File: config.mk
export PLATFORM = sky130hd
export DESIGN_NAME = adder_settle_sched_flat
export DESIGN_NICKNAME = d
export VERILOG_FILES = /design/src/rtl/adder_pkg.sv /design/src/rtl/adder_settle_sched_if.sv /design/src/rtl/rr_arb2.sv /design/src/rtl/adder_settle_sched.sv /design/src/flat_wrapper.sv
export SDC_FILE = /design/constraint.sdc
export NUM_CORES = 1
export LEC_CHECK = 0
export ABC_AREA = 1
export BUFFER_PORTS_ARGS = -buffer_cell sky130_fd_sc_hd__buf_2
export CORE_UTILIZATION = 46
export CTS_CLUSTER_SIZE = 25
export DETAILED_ROUTE_END_ITERATION = 12
export PLACE_DENSITY = 0.82
export SETUP_SLACK_MARGIN = 0.5
export SYNTH_ARGS = -nofsm -noshare
export SYNTH_HDL_FRONTEND = slang
export SYNTH_SLANG_ARGS = --single-unit
File: constraint.sdc
create_clock -name clk -period 1.5 [get_ports clk]
set_input_delay 0.225 -clock clk [delete_from_list [all_inputs] [get_ports clk]]
set_output_delay 0.225 -clock clk [all_outputs]
set_load 0.05 [all_outputs]
File: src/rtl/adder_pkg.sv
// Shared definitions for the settle-scheduled adder front end.
// Contents: FSM state encoding and default operand width / settle time.
package adder_pkg;

    typedef enum logic [1:0] {
        StIdle   = 2'd0,
        StSettle = 2'd1,
        StHold   = 2'd2
    } state_e;

    localparam int unsigned DefWidth        = 4;
    localparam int unsigned DefSettleCycles = 3;

endpackage

File: src/rtl/adder_settle_sched_if.sv
// Bundle of all handshake and adder-side signals of adder_settle_sched.
// slave  : seen by adder_settle_sched (requests in, adder operands out, response out).
// master : seen by the environment (requesters, external adder, response consumer).
interface adder_settle_sched_if
    import adder_pkg::*;
#(
    parameter int unsigned WIDTH = DefWidth
) ();

    logic             req0_valid;
    logic             req0_ready;
    logic [WIDTH-1:0] req0_a;
    logic [WIDTH-1:0] req0_b;
    logic             req0_ci;

    logic             req1_valid;
    logic             req1_ready;
    logic [WIDTH-1:0] req1_a;
    logic [WIDTH-1:0] req1_b;
    logic             req1_ci;

    logic [WIDTH-1:0] add_a;
    logic [WIDTH-1:0] add_b;
    logic             add_ci;
    logic [WIDTH-1:0] add_sum;
    logic             add_co;

    logic             rsp_valid;
    logic             rsp_ready;
    logic [WIDTH-1:0] rsp_sum;
    logic             rsp_co;
    logic             rsp_id;

    logic             busy;

    modport slave (
        input  req0_valid, req0_a, req0_b, req0_ci,
        output req0_ready,
        input  req1_valid, req1_a, req1_b, req1_ci,
        output req1_ready,
        output add_a, add_b, add_ci,
        input  add_sum, add_co,
        output rsp_valid, rsp_sum, rsp_co, rsp_id,
        input  rsp_ready,
        output busy
    );

    modport master (
        output req0_valid, req0_a, req0_b, req0_ci,
        input  req0_ready,
        output req1_valid, req1_a, req1_b, req1_ci,
        input  req1_ready,
        input  add_a, add_b, add_ci,
        output add_sum, add_co,
        input  rsp_valid, rsp_sum, rsp_co, rsp_id,
        output rsp_ready,
        input  busy
    );

endinterface

File: src/rtl/rr_arb2.sv
// Two-way round-robin arbiter.
// valid_i : request vector {req1, req0}
// last_i  : index granted most recently; on a tie the other requester wins
// grant_o : one-hot grant (zero when nobody requests)
module rr_arb2 (
    input  logic [1:0] valid_i,
    input  logic       last_i,
    output logic [1:0] grant_o
);

    always_comb begin
        grant_o = 2'b00;
        case (valid_i)
            2'b01:   grant_o = 2'b01;
            2'b10:   grant_o = 2'b10;
            2'b11:   grant_o = last_i ? 2'b01 : 2'b10;
            default: grant_o = 2'b00;
        endcase
    end

endmodule

File: src/rtl/adder_settle_sched.sv
// Shares one external combinational adder between two requesters.
// The granted operands are registered onto add_a/add_b/add_ci and held for SETTLE_CYCLES
// clocks so the slow ripple adder can settle, then add_sum/add_co are captured into rsp_*.
// Ports:
//   clk  : rising-edge clock
//   rst  : asynchronous active-high reset
//   bus  : request, adder and response signals (slave modport of adder_settle_sched_if)
// Legal SETTLE_CYCLES: 1..15.
module adder_settle_sched
    import adder_pkg::*;
#(
    parameter int unsigned WIDTH         = DefWidth,
    parameter int unsigned SETTLE_CYCLES = DefSettleCycles
) (
    input  logic                  clk,
    input  logic                  rst,
    adder_settle_sched_if.slave   bus
);

    localparam int unsigned    CntW    = $clog2(SETTLE_CYCLES + 1);
    localparam logic [CntW-1:0] CntInit = CntW'(SETTLE_CYCLES);
    localparam logic [CntW-1:0] CntOne  = CntW'(1);

    state_e           state_q, state_d;
    logic [CntW-1:0]  cnt_q, cnt_d;
    logic [WIDTH-1:0] add_a_q, add_a_d;
    logic [WIDTH-1:0] add_b_q, add_b_d;
    logic             add_ci_q, add_ci_d;
    logic [WIDTH-1:0] rsp_sum_q, rsp_sum_d;
    logic             rsp_co_q, rsp_co_d;
    logic             rsp_id_q, rsp_id_d;
    logic             rsp_valid_q, rsp_valid_d;
    logic             last_q, last_d;
    logic [1:0]       grant;
    logic             idle;

    rr_arb2 u_arb (
        .valid_i (
            {bus.req1_valid, bus.req0_valid}),
        .last_i  (last_q),
        .grant_o (grant)
    );

    assign idle = (state_q == StIdle);

    always_comb begin
        state_d     = state_q;
        cnt_d       = cnt_q;
        add_a_d     = add_a_q;
        add_b_d     = add_b_q;
        add_ci_d    = add_ci_q;
        rsp_sum_d   = rsp_sum_q;
        rsp_co_d    = rsp_co_q;
        rsp_id_d    = rsp_id_q;
        rsp_valid_d = rsp_valid_q;
        last_d      = last_q;
        case (state_q)
            StIdle: begin
                if (grant != 2'b00) begin
                    state_d  = StSettle;
                    cnt_d    = CntInit;
                    add_a_d  = grant[1] ? bus.req1_a  : bus.req0_a;
                    add_b_d  = grant[1] ? bus.req1_b  : bus.req0_b;
                    add_ci_d = grant[1] ? bus.req1_ci : bus.req0_ci;
                    rsp_id_d = grant[1];
                    last_d   = grant[1];
                end
            end
            StSettle: begin
                // Adder inputs have been stable for SETTLE_CYCLES clocks once cnt hits 1.
                if (cnt_q == CntOne) begin
                    state_d     = StHold;
                    cnt_d       = '0;
                    rsp_sum_d   = bus.add_sum;
                    rsp_co_d    = bus.add_co;
                    rsp_valid_d = 1'b1;
                end else begin
                    cnt_d = cnt_q - CntOne;
                end
            end
            StHold: begin
                if (bus.rsp_ready) begin
                    state_d     = StIdle;
                    rsp_valid_d = 1'b0;
                end
            end
            default: state_d = StIdle;
        endcase
    end

    always_ff @(posedge clk or posedge rst) begin
        if (rst) begin
            state_q     <= StIdle;
            cnt_q       <= '0;
            add_a_q     <= '0;
            add_b_q     <= '0;
            add_ci_q    <= 1'b0;
            rsp_sum_q   <= '0;
            rsp_co_q    <= 1'b0;
            rsp_id_q    <= 1'b0;
            rsp_valid_q <= 1'b0;
            last_q      <= 1'b1;
        end else begin
            state_q     <= state_d;
            cnt_q       <= cnt_d;
            add_a_q     <= add_a_d;
            add_b_q     <= add_b_d;
            add_ci_q    <= add_ci_d;
            rsp_sum_q   <= rsp_sum_d;
            rsp_co_q    <= rsp_co_d;
            rsp_id_q    <= rsp_id_d;
            rsp_valid_q <= rsp_valid_d;
            last_q      <= last_d;
        end
    end

    assign bus.req0_ready = idle && grant[0];
    assign bus.req1_ready = idle && grant[1];
    assign bus.add_a      = add_a_q;
    assign bus.add_b      = add_b_q;
    assign bus.add_ci     = add_ci_q;
    assign bus.rsp_valid  = rsp_valid_q;
    assign bus.rsp_sum    = rsp_sum_q;
    assign bus.rsp_co     = rsp_co_q;
    assign bus.rsp_id     = rsp_id_q;
    assign bus.busy       = !idle;

endmodule
File: src/flat_wrapper.sv
// flat-port wrapper written by rule: the top's interface ports become plain ports
module adder_settle_sched_flat import adder_pkg::*;
#(
    parameter int unsigned WIDTH         = DefWidth,
    parameter int unsigned SETTLE_CYCLES = DefSettleCycles
)
  (clk, rst, bus_req0_valid, bus_req0_a, bus_req0_b, bus_req0_ci, bus_req0_ready, bus_req1_valid, bus_req1_a, bus_req1_b, bus_req1_ci, bus_req1_ready, bus_add_a, bus_add_b, bus_add_ci, bus_add_sum, bus_add_co, bus_rsp_valid, bus_rsp_sum, bus_rsp_co, bus_rsp_id, bus_rsp_ready, bus_busy);
  adder_settle_sched_if #(.WIDTH(WIDTH)) bus_i ();
  input  logic clk;
  input  logic rst;
  input wire logic [$bits(bus_i.req0_valid)-1:0] bus_req0_valid;
  input wire logic [$bits(bus_i.req0_a)-1:0] bus_req0_a;
  input wire logic [$bits(bus_i.req0_b)-1:0] bus_req0_b;
  input wire logic [$bits(bus_i.req0_ci)-1:0] bus_req0_ci;
  output wire logic [$bits(bus_i.req0_ready)-1:0] bus_req0_ready;
  input wire logic [$bits(bus_i.req1_valid)-1:0] bus_req1_valid;
  input wire logic [$bits(bus_i.req1_a)-1:0] bus_req1_a;
  input wire logic [$bits(bus_i.req1_b)-1:0] bus_req1_b;
  input wire logic [$bits(bus_i.req1_ci)-1:0] bus_req1_ci;
  output wire logic [$bits(bus_i.req1_ready)-1:0] bus_req1_ready;
  output wire logic [$bits(bus_i.add_a)-1:0] bus_add_a;
  output wire logic [$bits(bus_i.add_b)-1:0] bus_add_b;
  output wire logic [$bits(bus_i.add_ci)-1:0] bus_add_ci;
  input wire logic [$bits(bus_i.add_sum)-1:0] bus_add_sum;
  input wire logic [$bits(bus_i.add_co)-1:0] bus_add_co;
  output wire logic [$bits(bus_i.rsp_valid)-1:0] bus_rsp_valid;
  output wire logic [$bits(bus_i.rsp_sum)-1:0] bus_rsp_sum;
  output wire logic [$bits(bus_i.rsp_co)-1:0] bus_rsp_co;
  output wire logic [$bits(bus_i.rsp_id)-1:0] bus_rsp_id;
  input wire logic [$bits(bus_i.rsp_ready)-1:0] bus_rsp_ready;
  output wire logic [$bits(bus_i.busy)-1:0] bus_busy;
  assign bus_i.req0_valid = bus_req0_valid;
  assign bus_i.req0_a = bus_req0_a;
  assign bus_i.req0_b = bus_req0_b;
  assign bus_i.req0_ci = bus_req0_ci;
  assign bus_req0_ready = bus_i.req0_ready;
  assign bus_i.req1_valid = bus_req1_valid;
  assign bus_i.req1_a = bus_req1_a;
  assign bus_i.req1_b = bus_req1_b;
  assign bus_i.req1_ci = bus_req1_ci;
  assign bus_req1_ready = bus_i.req1_ready;
  assign bus_add_a = bus_i.add_a;
  assign bus_add_b = bus_i.add_b;
  assign bus_add_ci = bus_i.add_ci;
  assign bus_i.add_sum = bus_add_sum;
  assign bus_i.add_co = bus_add_co;
  assign bus_rsp_valid = bus_i.rsp_valid;
  assign bus_rsp_sum = bus_i.rsp_sum;
  assign bus_rsp_co = bus_i.rsp_co;
  assign bus_rsp_id = bus_i.rsp_id;
  assign bus_i.rsp_ready = bus_rsp_ready;
  assign bus_busy = bus_i.busy;
  adder_settle_sched #(.WIDTH(WIDTH), .SETTLE_CYCLES(SETTLE_CYCLES)) u_core (.clk(clk), .rst(rst), .bus(bus_i));
endmodule
==> results of run 1 <==
[timing repair]
item | 4_1_cts | 5_1_grt
hold buffers | 1 | 0
resized for setup | 73 | 7
setup endpoints to repair | 40 | 40
endpoints found under the hold margin | 20 | 0
pin swaps | 10 | 5
buffers inserted | 11 | 10
[metal layers]
layer / up-vias / track usage
met4: 0 / 0.124
met2: 59 / 0.448
met1: 583 / 0.335
met3: 10 / 0.0340
met5: - / 0
li1: 578 / -
[layout by cell type (no fill, tap or decap), types with 2 or more instances in the layout]
cell / netlist / final
dfrtp_1: 20 / 19
o21ai_1: 1 / 3
nand2_2: 3 / 7
nand3_1: 24 / 15
nand2_8: 0 / 3
buf_4: 1 / 18
nand2_1: 52 / 40
buf_2: 1 / 27
nor2_4: 0 / 3
buf_6: 1 / 19
buf_8: 0 / 3
nand2_4: 0 / 5
clkbuf_4: 0 / 3
nand3_2: 0 / 9
buf_12: 0 / 2
inv_1: 25 / 21
[stage by stage]
stage          hold WS, ns   util  setup TNS (ns)
6_report             0.136  0.862          -0.111
3_3_place_gp         0.263  0.632               0
2_1_floorplan        0.201      -               0
3_5_place_dp         0.269  0.632               0
4_1_cts             0.0896  0.813         -0.0749
5_1_grt              0.126  0.862          -0.202
[where the power goes]
part,switching [mW],leakage (nW),total [mW],internal (mW)
sequential,0.245,0.249,1.11,0.869
clock,0.181,0.0177,0.280,0.0996
combinational,2.18,0.767,3.69,1.51
[worst reg2reg max path, cell delays in order, from the launching register on]
cell and delay [ns]:
dfrtp_2 0.46, buf_6 0.14, inv_6 0.06, nand2_8 0.06
buf_12 0.12, nor2_4 0.16, buf_12 0.16, nand3_2 0.08
nand2_1 0.08
[final cells by class]
class	instances	area, um2
multi-input cells	91	593
repair buffers	70	579
fillers	120	302
clock inverters	1	5.00
inverters	26	126
clock buffers	3	22.5
flip-flops and latches	21	528
well taps	28	35.0
[logic make-up (layout without fill, tap and decap cells)]
logic type                 Yosys count  in the layout  synth area share
and+or+nand+nor                     85             85             0.343
adders and majority gates            1              1            0.0118
DFF                                 21             21             0.498
buffers and inverters               30            100             0.118
AOI/OAI and AO/OA                    5              5            0.0296
[sequential cells by signal (all words and copies together) (netlist names)]
name	cells
u_core.bus.rsp_sum	4
u_core.state_q	2
u_core.bus.rsp_co	1
u_core.bus.add_b	4
u_core.bus.add_ci	1
u_core.bus.add_a	4
u_core.cnt_q	2
u_core.bus.rsp_valid	1
u_core.bus.rsp_id	1
u_core.last_q	1
[how the worst min path moves through the flow]
stage	from	endpoint	slack (ns)	cells after the start
floorplan	rst	u_core.bus.add_a[0]	0.20	1
global placement	rst	u_core.bus.add_b[0]	0.26	3
detailed placement	rst	u_core.bus.add_b[1]	0.27	3
CTS	bus_rsp_ready	u_core.state_q[1]	0.09	2
global route	bus_rsp_ready	u_core.state_q[1]	0.13	2
finish	bus_rsp_ready	u_core.state_q[1]	0.14	2
==> run metrics, run 1 <==
outcome=finished with violations; violated checks=negative setup slack; R2R setup slack=between 0.1 and 0.15 ns; power per cell area=2690 mW/mm2; Layout area overhead=78.5%; crit-path max FO=3; fin crit share=1.06; die area=0.00250 mm2; R2R Path End=u_core.bus.add_a[1]; FFs w/ async S/R, synth=1.00; Met3 Wirelength=189 um; initial antenna violation count=0; Max Clk Rate=about 630 MHz; Core ar.=between 0.002 and 0.0025 mm2; Primary FF master, synth=dfrtp_1; nets@finish=242; largest net degree at the start of global routing=22; post-synthesis area per instance=7.45 um2; Post-Place Cells=between 200 and 250; later-pin clock latency in the skew report=0.31 ns; Worst-path clk slew=0.12 ns; Final Setup Violations=2; synth cell count leaders=52 x nand2_1, 25 x inv_1, 24 x nand3_1, 20 x dfrtp_1, 4 x nor2_1; post-synth net total=~170; RSZ-0062 raised after global routing=true; io pins=47; Post-Layout Inst Area=0.00189 mm2; Critical Path Most Common Cell=nand2_4; routed len/inst=14.8 um; count of port buffers added during placement=46; CTS Buf Count=3; Synth Warn #=0; GRT overflow=0; Final Hold Viols=0; share of layout cells above drive strength 1=0.528; CTS H-tree lvls=1; Die Height=50.0 um; Setup WS pre-CTS=roughly 0.17 ns; met2 wire length=about 1900 um; Critical Path RT=1.27 ns; Max-Cap Viols=0; top-count cell post-synth=nand2_1; synth unique cells=19; remaining design rule violation count=0; DR vias=1230; Worst Setup SP=u_core.last_q; placed cell area=0.00138 mm2; CTS Sinks=21; Mapped Cells=142; dpl hpwl=1800 um; WS Path Type=reg2out; fin worst setup slack=-0.0911 ns; worst vdd ir=1.80 mV; R2R Path Start=u_core.state_q[0]; Pleak=1.03 nW; top layer in use=met4; initial drt markers=36; Power, Total=approximately 5 mW; Max Buffers Root-to-Sink=2; first-pass GRT wire length=approximately 5000 um; Cell Area, Synth=0.00106 mm2; worst reg2reg path depth=8; family with the most delay on the worst path=flip-flops; # rows=17; Crit. path cell count=6; Final ANT Viol Nets=0; ANT cells=0; Yosys top cell area share=0.473; minimum clock period=1.59 ns; routability-driven placement congestion ratio=0.748; DRT Pass-1 Iters=4; register area share after synthesis=0.498; Routed WL=~3500 um; Worst Tran Pin Value=0.531 ns; Startpoint Class=flop; Rel. slew slack=0.646; Critical Path End=bus_req1_ready; final max-slew violation count=0; vias in the first global route=1139; Metal-1 WL=1390 um; Starting Density=0.483; clock skew=0.00867 ns; Critical Path, Cell by Cell=inv_2 -> nand2_4 -> nand2_4 -> nand2_4 -> clkinvlp_4 -> buf_8; Root Driver=clkbuf_4; Critical Path End Type=primary output; CTS tree=done; Die X=between 40 and 50 um; top cells by area, synth=dfrtp_1 47%, nand2_1 18%, nand3_1 11%; crit path buf inv count=3; peak per-stage delay on the critical path=~0.54 ns; number of flops mapped to enable cells by yosys=0; Total Routing Usage GR=0.266; vias per cell=5.13; Hold Path Class=in2reg; Yosys reg bits=21; CP max stage cell=dfstp_2; Yosys top cell by area=dfrtp_1; Finished Layout Cells=240; WP data arrival=around 1.4 ns
No activity file was read; power rests on OpenSTA's default activity.
==> run 2: changes to the inputs <==
- RECOVER_POWER: default -> 25
==> run 2 against run 1 <==
The flow still finishes with violations (negative setup slack). Clock power about the same. Final area down 0.13%. Largest cell class unchanged. Combinational power barely moved. Sequential share of layout area about the same. Via count grew 0.41%. Total power up 0.13%. Critical path depth unchanged.
==> run metrics, run 2 (same netlist as run 1, synthesis figures left out) <==
nets@finish=242 (unchanged); Worst-path clk slew=0.12 ns (about the same); Critical Path RT=1.27 ns (about the same); fin crit share=1.06 (about the same); Final Hold Viols=0 (unchanged); # rows=17 (unchanged); crit-path max FO=3 (unchanged); Rel. slew slack=0.646 (about the same); share of layout cells above drive strength 1=0.528 (unchanged); commonest non-fill, non-tap cell in the layout=nand2_1; initial drt markers=35 (-2.8%); CTS Sinks=21 (unchanged); initial antenna violation count=0 (unchanged); Max-Cap Viols=0 (unchanged); CTS Buf Count=3 (unchanged); Die Height=50.0 um (unchanged); Core ar.=0.00219 mm2 (unchanged); routed len/inst=14.8 um (about the same); Hold Path Class=in2reg; vias in the first global route=1139 (unchanged); outcome=finished with violations; Critical Path Most Common Cell=nand2_4; RSZ-0062 raised after global routing=true; Pleak=1.03 nW (about the same); ANT cells=0 (unchanged); Max Clk Rate=628 MHz (about the same); io pins=47 (unchanged); minimum clock period=1.59 ns (+0.000620 ns); count of port buffers added during placement=46 (unchanged); clock skew=0.00879 ns (+0.000123 ns); Routed WL=3550 um (about the same); power per cell area=2700 mW/mm2 (+0.26%); most frequent cells in the layout=40 x nand2_1, 27 x buf_2, 21 x inv_1; first-pass GRT wire length=4990 um (unchanged); DRT Pass-1 Iters=4 (unchanged); peak per-stage delay on the critical path=0.54 ns (about the same); Total Routing Usage GR=0.266 (unchanged); crit path buf inv count=3 (unchanged); Final Setup Violations=2 (unchanged); GRT overflow=0 (unchanged); Die X=50.0 um (unchanged); Root Driver=clkbuf_4; DR vias=1235 (+0.41%); Max Buffers Root-to-Sink=2 (unchanged); later-pin clock latency in the skew report=0.31 ns (about the same); Starting Density=0.483 (unchanged); Layout area overhead=78.3%; largest net degree at the start of global routing=22 (unchanged); routability-driven placement congestion ratio=0.748 (unchanged); CP max stage cell=dfstp_2; remaining design rule violation count=0 (unchanged); vias per cell=5.15 (+0.41%); WP data arrival=1.37 ns (about the same); Worst Tran Pin Value=0.532 ns (+0.000847 ns); worst vdd ir=1.80 mV (about the same); Critical Path, Cell by Cell=inv_2 -> nand2_4 -> nand2_4 -> nand2_4 -> clkinvlp_4 -> buf_8; Critical Path End Type=primary output; die area=0.00250 mm2 (unchanged); CTS tree=done; fin worst setup slack=-0.0918 ns (-0.000620 ns); WS Path Type=reg2out; final max-slew violation count=0 (unchanged); dpl hpwl=1800 um (unchanged); Startpoint Class=flop; violated checks=negative setup slack; setup tns final=-0.111 ns (-0.000796 ns); Final ANT Viol Nets=0 (unchanged); family with the most delay on the worst path=flip-flops; Power, Total=5.09 mW (+0.13%); CTS H-tree lvls=1 (unchanged)
-- run 2: cell types whose count changed in the layout (fill, tap and decap cells not counted) --
cell,delta
buf_4,-1
clkbuf_2,+1
-- run 2: metal layers --
layer / GRT usage / up-vias / part of all wire
met2: 0.448 / 62 / 0.52
li1: - / 578 / -
met4: 0.124 / 0 / 0.028
met3: 0.0340 / 12 / 0.058
met1: 0.335 / 583 / 0.39
met5: 0 / - / 0
-- run 2: final cells by class --
type	count	area, um2
clock buffer	3	22.5
multi-input combinational	91	593
sequential	21	528
timing repair buffer	70	577
inverter	26	126
fill	121	304
tap	28	35.0
clock inverter	1	5.00
-- run 2: through the flow --
step	hold slack, ns	setup WS, ns	util	cells	instance area [um2]
after floorplan	0.201	0.253	-	142	1140
after global placement	0.263	0.197	0.632	214	1380
after detailed placement	0.269	0.172	0.632	214	1380
after CTS	0.0896	-0.0560	0.813	230	1780
after global routing	0.126	-0.148	0.861	240	1890
final	0.136	-0.0918	0.861	240	1890
-- run 2: worst register-to-register path: stages, from the launching register on --
cell	delay, ns
dfrtp_2	0.46
buf_6	0.14
inv_6	0.06
nand2_8	0.06
buf_12	0.12
nor2_4	0.16
buf_12	0.16
nand3_2	0.08
nand2_1	0.08
-- run 2: worst paths after layout --
path                                        to  slack (ns)  cells after the start               from
setup / recovery                bus_req1_ready       -0.09                      6      u_core.last_q
hold / removal               u_core.state_q[1]        0.14                      2      bus_rsp_ready
setup reg to reg           u_core.bus.add_a[1]        0.13                      8  u_core.state_q[0]
hold reg to reg              u_core.bus.add_ci        0.52                      2  u_core.bus.add_ci
max in group asynchronous    u_core.state_q[0]        0.54                      4                rst
min in group asynchronous  u_core.bus.add_a[0]        0.57                      4                rst
-- run 2: what timing repair did --
action | 4_1_cts | 5_1_grt
setup endpoints to repair | 40 | 40
hold buffers | 1 | 0
buffers inserted | 11 | 10
hold endpoints to repair | 20 | 0
gates resized for setup | 73 | 7
pin swaps | 10 | 5
-- run 2: where the power goes --
group	leakage (nW)	switching [mW]	internal (mW)	total (mW)
clock	0.0177	0.181	0.0996	0.280
sequential	0.249	0.245	0.869	1.11
combinational	0.767	2.19	1.51	3.69
total	1.03	2.61	2.48	5.09
